==> src/rtl/seg7_card_decoder.sv <==
// Seven-segment baccarat card decoder: debounces segment beats per slot, commits stable cards and keeps hand totals.
// Optional feature: define SEG7_ERR_COUNT_EN to build the saturating err_count counter (otherwise err_count is tied to 0).
module seg7_card_decoder #(
    parameter int STABLE_N = 2
) (
    input  logic       slow_clock,
    input  logic       resetb,
    input  logic       clr,
    input  logic       seg_valid,
    output logic       seg_ready,
    input  logic [2:0] seg_digit,
    input  logic [6:0] seg_pattern,
    output logic       card_valid,
    output logic [2:0] card_slot,
    output logic [3:0] card_value,
    output logic       card_err,
    output logic [3:0] player_score,
    output logic [3:0] dealer_score,
    output logic [7:0] err_count
);

    localparam int         NUM_SLOTS  = 6;
    localparam logic [2:0] STABLE_CNT = 3'(STABLE_N);

    typedef enum logic [1:0] {
        IDLE   = 2'd0,
        DECODE = 2'd1,
        SCORE  = 2'd2
    } state_t;

    typedef struct packed {
        logic       legal;
        logic [3:0] value;
    } dec_t;

    state_t     state_q;
    logic       seg_ready_q;
    logic [2:0] beat_digit_q;
    logic [6:0] beat_pat_q;
    logic [6:0] cand_pat_q [NUM_SLOTS];
    logic [2:0] cand_cnt_q [NUM_SLOTS];
    logic [3:0] slot_q     [NUM_SLOTS];
    logic       card_valid_q;
    logic       card_err_q;
    logic [2:0] card_slot_q;
    logic [3:0] card_value_q;
    logic [3:0] player_q;
    logic [3:0] dealer_q;

    function automatic dec_t decode(input logic [6:0] pat);
        dec_t d;
        d.legal = 1'b1;
        case (pat)
            7'b1111111: d.value = 4'd0;
            7'b0001000: d.value = 4'd1;
            7'b0100100: d.value = 4'd2;
            7'b0110000: d.value = 4'd3;
            7'b0011001: d.value = 4'd4;
            7'b0010010: d.value = 4'd5;
            7'b0000010: d.value = 4'd6;
            7'b1111000: d.value = 4'd7;
            7'b0000000: d.value = 4'd8;
            7'b0010000: d.value = 4'd9;
            7'b1000000: d.value = 4'd10;
            7'b1100001: d.value = 4'd11;
            7'b0011000: d.value = 4'd12;
            7'b0001001: d.value = 4'd13;
            default: begin
                d.legal = 1'b0;
                d.value = 4'd0;
            end
        endcase
        return d;
    endfunction

    // Blank and court cards score nothing in baccarat.
    function automatic logic [4:0] points(input logic [3:0] v);
        return (v >= 4'd1 && v <= 4'd9) ? {1'b0, v} : 5'd0;
    endfunction

    function automatic logic [3:0] mod10(input logic [4:0] s);
        logic [4:0] r;
        if (s >= 5'd20)      r = s - 5'd20;
        else if (s >= 5'd10) r = s - 5'd10;
        else                 r = s;
        return r[3:0];
    endfunction

    dec_t       dec;
    logic       slot_ok;
    logic       beat_ok;
    logic [2:0] slot_idx;
    logic       same_pat;
    logic [2:0] cnt_next;
    logic       commit;
    logic       value_changed;
    logic [4:0] player_sum;
    logic [4:0] dealer_sum;

    // NOTE: every always_comb output gets a default first so no path can infer a latch.
    always_comb begin
        dec           = decode(beat_pat_q);
        slot_ok       = (beat_digit_q < 3'(NUM_SLOTS));
        beat_ok       = slot_ok && dec.legal;
        slot_idx      = slot_ok ? beat_digit_q : 3'd0;
        same_pat      = 1'b0;
        cnt_next      = 3'd1;
        commit        = 1'b0;
        value_changed = 1'b0;
        if (cand_cnt_q[slot_idx] != 3'd0 && cand_pat_q[slot_idx] == beat_pat_q) begin
            same_pat = 1'b1;
        end
        if (same_pat) begin
            cnt_next = (cand_cnt_q[slot_idx] >= STABLE_CNT) ? STABLE_CNT
                                                             : cand_cnt_q[slot_idx] + 3'd1;
        end
        if (beat_ok && cnt_next == STABLE_CNT) begin
            commit        = 1'b1;
            value_changed = (dec.value != slot_q[slot_idx]);
        end
        player_sum = points(slot_q[0]) + points(slot_q[1]) + points(slot_q[2]);
        dealer_sum = points(slot_q[3]) + points(slot_q[4]) + points(slot_q[5]);
    end

    // NOTE: sequential state uses non-blocking assignments only, so every register samples pre-edge values.
    always_ff @(posedge slow_clock or negedge resetb) begin
        if (!resetb) begin
            state_q      <= IDLE;
            seg_ready_q  <= 1'b1;
            beat_digit_q <= 3'd0;
            beat_pat_q   <= 7'd0;
            card_valid_q <= 1'b0;
            card_err_q   <= 1'b0;
            card_slot_q  <= 3'd0;
            card_value_q <= 4'd0;
            player_q     <= 4'd0;
            dealer_q     <= 4'd0;
            // NOTE: the slot and candidate arrays are tiny register files, so they are reset like any flop.
            for (int i = 0; i < NUM_SLOTS; i++) begin
                cand_pat_q[i] <= 7'd0;
                cand_cnt_q[i] <= 3'd0;
                slot_q[i]     <= 4'd0;
            end
        end else begin
            card_valid_q <= 1'b0;
            card_err_q   <= 1'b0;
            if (clr) begin
                state_q     <= IDLE;
                seg_ready_q <= 1'b1;
                player_q    <= 4'd0;
                dealer_q    <= 4'd0;
                for (int i = 0; i < NUM_SLOTS; i++) begin
                    cand_pat_q[i] <= 7'd0;
                    cand_cnt_q[i] <= 3'd0;
                    slot_q[i]     <= 4'd0;
                end
            end else begin
                case (state_q)
                    IDLE: begin
                        if (seg_valid && seg_ready_q) begin
                            beat_digit_q <= seg_digit;
                            beat_pat_q   <= seg_pattern;
                            state_q      <= DECODE;
                            seg_ready_q  <= 1'b0;
                        end
                    end
                    DECODE: begin
                        state_q <= SCORE;
                        if (!beat_ok) begin
                            card_err_q <= 1'b1;
                            if (slot_ok) begin
                                cand_cnt_q[slot_idx] <= 3'd0;
                            end
                        end else begin
                            cand_pat_q[slot_idx] <= beat_pat_q;
                            cand_cnt_q[slot_idx] <= cnt_next;
                            if (commit) begin
                                slot_q[slot_idx] <= dec.value;
                            end
                            if (value_changed) begin
                                card_valid_q <= 1'b1;
                                card_slot_q  <= beat_digit_q;
                                card_value_q <= dec.value;
                            end
                        end
                    end
                    SCORE: begin
                        player_q    <= mod10(player_sum);
                        dealer_q    <= mod10(dealer_sum);
                        state_q     <= IDLE;
                        seg_ready_q <= 1'b1;
                    end
                    default: begin
                        state_q     <= IDLE;
                        seg_ready_q <= 1'b1;
                    end
                endcase
            end
        end
    end

`ifdef SEG7_ERR_COUNT_EN
    logic [7:0] err_cnt_q;

    // Counts the same event that raises card_err; clr leaves it alone.
    always_ff @(posedge slow_clock or negedge resetb) begin
        if (!resetb) begin
            err_cnt_q <= 8'd0;
        end else if (!clr && state_q == DECODE && !beat_ok && err_cnt_q != 8'hFF) begin
            err_cnt_q <= err_cnt_q + 8'd1;
        end
    end

    assign err_count = err_cnt_q;
`else
    assign err_count = 8'd0;
`endif

    assign seg_ready    = seg_ready_q;
    assign card_valid   = card_valid_q;
    assign card_err     = card_err_q;
    assign card_slot    = card_slot_q;
    assign card_value   = card_value_q;
    assign player_score = player_q;
    assign dealer_score = dealer_q;

endmodule

==> config.mk <==
export PLATFORM = sky130hd
export DESIGN_NAME = seg7_card_decoder
export DESIGN_NICKNAME = d
export VERILOG_FILES = /design/src/rtl/seg7_card_decoder.sv
export SDC_FILE = /design/constraint.sdc
export NUM_CORES = 1
export LEC_CHECK = 0
export BUFFER_PORTS_ARGS = -buffer_cell sky130_fd_sc_hd__buf_2
export CAP_MARGIN = 20
export CORE_MARGIN = 3
export CORE_UTILIZATION = 62
export CTS_CLUSTER_SIZE = 10
export DETAILED_ROUTE_END_ITERATION = 16
export GPL_ROUTABILITY_DRIVEN = 0
export GPL_TIMING_DRIVEN = 1
export PLACE_DENSITY = 0.85
export SLEW_MARGIN = 10
export SYNTH_ARGS = -nofsm -noshare
export SYNTH_HDL_FRONTEND = slang
export SYNTH_SLANG_ARGS = --single-unit
==> constraint.sdc <==
create_clock -name slow_clock -period 4.62 [get_ports slow_clock]
set_input_delay 1.155 -clock slow_clock [delete_from_list [all_inputs] [get_ports slow_clock]]
set_output_delay 1.155 -clock slow_clock [all_outputs]
set_load 0.1 [all_outputs]
==> impl_metrics.xml <==
<?xml version="1.0" encoding="UTF-8"?>
<metrics>
  <group name="pwr">
    <metric name="ir_worst_vdd" unit="mV">0.352</metric>
    <metric name="p_sw" unit="mW">1.05</metric>
    <metric name="clock_power_share" unit="%">41.2</metric>
    <metric name="final_power" unit="mW">3.18</metric>
    <metric name="power_density" unit="nW/um2">421</metric>
    <metric name="leakagePower" unit="nW">3.38</metric>
    <metric name="sw_frac_of_total" unit="%">33.2</metric>
    <metric name="power.internal" unit="mW">2.12</metric>
    <metric name="combPwrFrac" unit="%">22.1</metric>
    <metric name="p_seq_share" unit="%">36.8</metric>
  </group>
  <group name="placement">
    <metric name="buffer_ports.inserted" unit="">31</metric>
    <metric name="post_dp_cell_area" unit="um2">6930</metric>
    <metric name="placed_cells_incl_taps" unit="">863</metric>
    <metric name="post-place-ws" unit="ns">0.561</metric>
    <metric name="post-dp-hpwl" unit="um">11700</metric>
  </group>
  <group name="die">
    <metric name="die_y" unit="um">111</metric>
    <metric name="num_io_pins" unit="">40</metric>
    <metric name="initial_utilization" unit="%">64.9</metric>
    <metric name="fp.coreArea" unit="um2">10500</metric>
    <metric name="overall_die_width" unit="um">111</metric>
    <metric name="floorplan.die_area" unit="um2">12200</metric>
    <metric name="rows" unit="">37</metric>
  </group>
  <group name="grt">
    <metric name="grt_pass1_vias" unit="">5949</metric>
    <metric name="grt_antenna_before_repair" unit="">0</metric>
    <metric name="leftover_overflow_at_the_end_of_global_routing" unit="">0</metric>
    <metric name="grt_total_usage" unit="%">29.7</metric>
    <metric name="grt_pass1_wl" unit="um">29400</metric>
    <metric name="pin_count_of_the_biggest_net_entering_global_routing" unit="">62</metric>
  </group>
  <group name="sta">
    <metric name="rsz0062_at_grt" unit="">no</metric>
    <metric name="layout_worst_path_cycle_share" unit="%">85.9</metric>
    <metric name="timing.final.max_slew_violations" unit="">0</metric>
    <metric name="maxSlewHeadroom" unit="%">24.1</metric>
    <metric name="fin_setup_tns" unit="ns">0</metric>
    <metric name="worstMarginPinSlew" unit="ns">1.14</metric>
    <metric name="setup_ws" unit="ns">0.650</metric>
    <metric name="fmax" unit="MHz">252</metric>
    <metric name="finalClockSkew" unit="ns">0.0122</metric>
    <metric name="fin_hold_ws" unit="ns">0.471</metric>
    <metric name="finalSetupViolCount" unit="">0</metric>
    <metric name="report.final.hold_viol_count" unit="">0</metric>
    <metric name="period_needed" unit="ns">3.97</metric>
  </group>
  <group name="critical_path">
    <metric name="timing_worst_setup_path_type" unit="">reg -&gt; reg</metric>
    <metric name="critical_path.startpoint_type" unit="">register</metric>
    <metric name="critical_path_arrival" unit="ns">4.37</metric>
    <metric name="crit_chain" unit="">inv_1 -&gt; ha_1 -&gt; inv_1 -&gt; nand2_1 -&gt; o22ai_1 -&gt; or2_2 -&gt; inv_1 -&gt; ha_1 -&gt; inv_1 -&gt; o2111ai_1 -&gt; nor4b_4 -&gt; buf_4 -&gt; and4_1 -&gt; mux2_1</metric>
    <metric name="crit_path_most_repeated_cell" unit="">sky130_fd_sc_hd__inv_1</metric>
    <metric name="largest_stage_delay_on_the_critical_path" unit="ns">0.47</metric>
    <metric name="path_delay_family" unit="">simple AND/OR/NAND/NOR gates</metric>
    <metric name="critPathBufInv" unit="">5</metric>
    <metric name="cp.required" unit="ns">5.02</metric>
    <metric name="critical_path.slowest_cell" unit="">sky130_fd_sc_hd__and4_1</metric>
    <metric name="crit_path_max_fanout" unit="">15</metric>
    <metric name="critPathCaptureType" unit="">register</metric>
  </group>
  <group name="cells_and_area">
    <metric name="final_layout_size_suffix_gt1_share" unit="%">14.8</metric>
    <metric name="finish.net_count" unit="">791</metric>
    <metric name="antenna-diode-count" unit="">0</metric>
    <metric name="cell_area_after_layout" unit="um2">7540</metric>
    <metric name="post_layout_nonfiller_instances" unit="">897</metric>
    <metric name="most-common-layout-cells" unit="">sky130_fd_sc_hd__nand2_1 (151), sky130_fd_sc_hd__dfrtp_1 (113), sky130_fd_sc_hd__o21ai_0 (68), sky130_fd_sc_hd__nor2_1 (47), sky130_fd_sc_hd__a21oi_1 (40)</metric>
    <metric name="final_core_utilization" unit="%">72.1</metric>
    <metric name="layout_commonest_cell" unit="">sky130_fd_sc_hd__nand2_1</metric>
    <metric name="area_delta_synth_final" unit="%">11.1</metric>
  </group>
  <group name="clocking">
    <metric name="clock_sinks" unit="">114</metric>
    <metric name="h-tree-depth" unit="">4</metric>
    <metric name="cts_root_buf" unit="">sky130_fd_sc_hd__clkbuf_8</metric>
    <metric name="tritoncts" unit="">built</metric>
    <metric name="hold_fix_buffer_count_after_cts" unit="">0</metric>
    <metric name="cts_buffer_depth" unit="">2</metric>
    <metric name="clkTransAtPathRegs" unit="ns">0.06</metric>
    <metric name="post_cts_resized" unit="">0</metric>
    <metric name="post_cts.repair.setup_buffers" unit="">0</metric>
    <metric name="numCtsBuffers" unit="">17</metric>
    <metric name="insertion_delay_to_the_later_sink_of_the_worst_skew_pair" unit="ns">0.53</metric>
  </group>
  <group name="logic_synthesis">
    <metric name="synth_compound_gate_area_share" unit="%">18.8</metric>
    <metric name="seq_area_frac_synth" unit="%">42.1</metric>
    <metric name="synth-xor-area-share" unit="%">2.32</metric>
    <metric name="synth_enable_flop_cells" unit="">0</metric>
    <metric name="syn_inst" unit="">734</metric>
    <metric name="netlist_top_cells_area" unit="">sky130_fd_sc_hd__dfrtp_1 (42%), sky130_fd_sc_hd__nand2_1 (8.4%), sky130_fd_sc_hd__o21ai_0 (5.0%)</metric>
    <metric name="synthFlopType" unit="">sky130_fd_sc_hd__dfrtp_1</metric>
    <metric name="post_synth_num_cell_types" unit="">59</metric>
    <metric name="ys.warnings.count" unit="">0</metric>
    <metric name="syn_area_per_cell" unit="um2">9.25</metric>
    <metric name="synth_top_family_by_area" unit="">simple AND/OR/NAND/NOR gates</metric>
    <metric name="synth_adder_area_share" unit="%">6.45</metric>
    <metric name="postSynthRegisterBits" unit="">114</metric>
    <metric name="ys_async_sr_fraction" unit="%">100</metric>
    <metric name="synthSimpleGateAreaFrac" unit="%">18.9</metric>
    <metric name="netlist.area_leader.share" unit="%">41.7</metric>
    <metric name="synth.area.mux_share" unit="%">5.59</metric>
    <metric name="mappedNetlistArea" unit="um2">6790</metric>
    <metric name="synth_largest_area_cell" unit="">sky130_fd_sc_hd__dfrtp_1</metric>
  </group>
  <group name="route">
    <metric name="wl_met2" unit="um">8660</metric>
    <metric name="num_vias" unit="">5831</metric>
    <metric name="final_antenna_net_count" unit="">0</metric>
    <metric name="vias_per_cell" unit="">6.50</metric>
    <metric name="met1_wl" unit="um">6690</metric>
    <metric name="drcViolationCount" unit="">0</metric>
    <metric name="top_layer" unit="">met4</metric>
    <metric name="detail_route.iter0.violations" unit="">640</metric>
    <metric name="route.met3.wl" unit="um">1650</metric>
    <metric name="post_drt_wl_per_cell" unit="um">19.7</metric>
    <metric name="drt-pass1-iter-count" unit="">6</metric>
    <metric name="routed_wirelength" unit="um">17700</metric>
  </group>
  <group name="outcome">
    <metric name="status" unit="">finished, final reports clean</metric>
  </group>
  <group name="min_path">
    <metric name="hold_path_class" unit="">reg -&gt; reg</metric>
  </group>
  <group name="job">
    <metric name="max_cap_violations" unit="">0</metric>
  </group>
</metrics>
==> cell type report <==
type | count | area [um2]
tap | 136 | 170
timing repair buffer | 44 | 280
clock inverter | 13 | 161
inverter | 19 | 71.3
fill | 760 | 2920
multi-input combinational | 552 | 3570
clock buffer | 19 | 432
sequential | 114 | 2850
==> registers in the layout, summed over array words and instances, names as in the netlist, 2 cells and up <==
name,flops
card_slot,3
dealer_score,4
cand_cnt_q,18
state_q,2
slot_q,24
player_score,4
beat_digit_q,3
cand_pat_q,42
card_value,4
beat_pat_q,7
==> power groups by stage <==
stage	clock [mW]	sequential [mW]	combinational (mW)
2_1_floorplan	0	1.13	0.541
3_3_place_gp	0	1.17	0.649
3_5_place_dp	0	1.18	0.676
4_1_cts	1.31	1.16	0.685
5_1_grt	1.36	1.18	0.760
6_report	1.31	1.17	0.702
==> worst paths after layout <==
kind / from / to / slack, ns / cells after the start
max: beat_digit_q[1] / card_slot[2] / 0.65 / 14
min: dealer_score[2] / dealer_score[2] / 0.47 / 1
max reg2reg: beat_digit_q[1] / card_slot[2] / 0.65 / 14
min reg2reg: dealer_score[2] / dealer_score[2] / 0.47 / 1
max in group asynchronous: resetb / seg_ready / 3.11 / 2
min in group asynchronous: resetb / dealer_score[1] / 0.68 / 1
==> per-layer routing <==
layer / GRT usage (%) / vias up
met5: 0 / -
met4: 15.4 / 0
met3: 6.90 / 75
met2: 48.0 / 373
met1: 37.4 / 2791
li1: - / 2592
==> cell families after synthesis <==
kind of cell             after synthesis
AO/OA/AOI/OAI                        192
XOR/XNOR                              18
adder cells (fa/ha/maj)               29
buffers and inverters                 75
flip-flops                           114
multiplexers                          27
other                                  1
AND/OR/NAND/NOR                      278
==> Yosys cell counts, types with 3 or more instances <==
cell,count
sky130_fd_sc_hd__nand2b_1,5
sky130_fd_sc_hd__clkbuf_1,23
sky130_fd_sc_hd__o2bb2ai_1,5
sky130_fd_sc_hd__nor3b_1,7
sky130_fd_sc_hd__a211oi_1,4
sky130_fd_sc_hd__a31oi_1,27
sky130_fd_sc_hd__mux2i_1,12
sky130_fd_sc_hd__a211oi_2,20
sky130_fd_sc_hd__nand2_1,151
sky130_fd_sc_hd__xnor2_1,14
sky130_fd_sc_hd__and2_1,7
sky130_fd_sc_hd__mux2_1,7
sky130_fd_sc_hd__nor3_1,7
sky130_fd_sc_hd__o211ai_1,3
sky130_fd_sc_hd__fa_1,10
sky130_fd_sc_hd__buf_4,12
sky130_fd_sc_hd__a21o_1,4
sky130_fd_sc_hd__nand3_1,14
sky130_fd_sc_hd__dfrtp_1,113
sky130_fd_sc_hd__buf_6,7
sky130_fd_sc_hd__ha_1,19
sky130_fd_sc_hd__buf_2,10
sky130_fd_sc_hd__xor2_1,4
sky130_fd_sc_hd__o21ai_0,68
sky130_fd_sc_hd__a21oi_1,40
sky130_fd_sc_hd__nand4_1,7
sky130_fd_sc_hd__nor2b_1,17
sky130_fd_sc_hd__inv_1,19
sky130_fd_sc_hd__mux4_2,8
sky130_fd_sc_hd__nor2_1,47
sky130_fd_sc_hd__buf_1,4
sky130_fd_sc_hd__a32o_1,6
No activity file was read; power rests on OpenSTA's default activity.
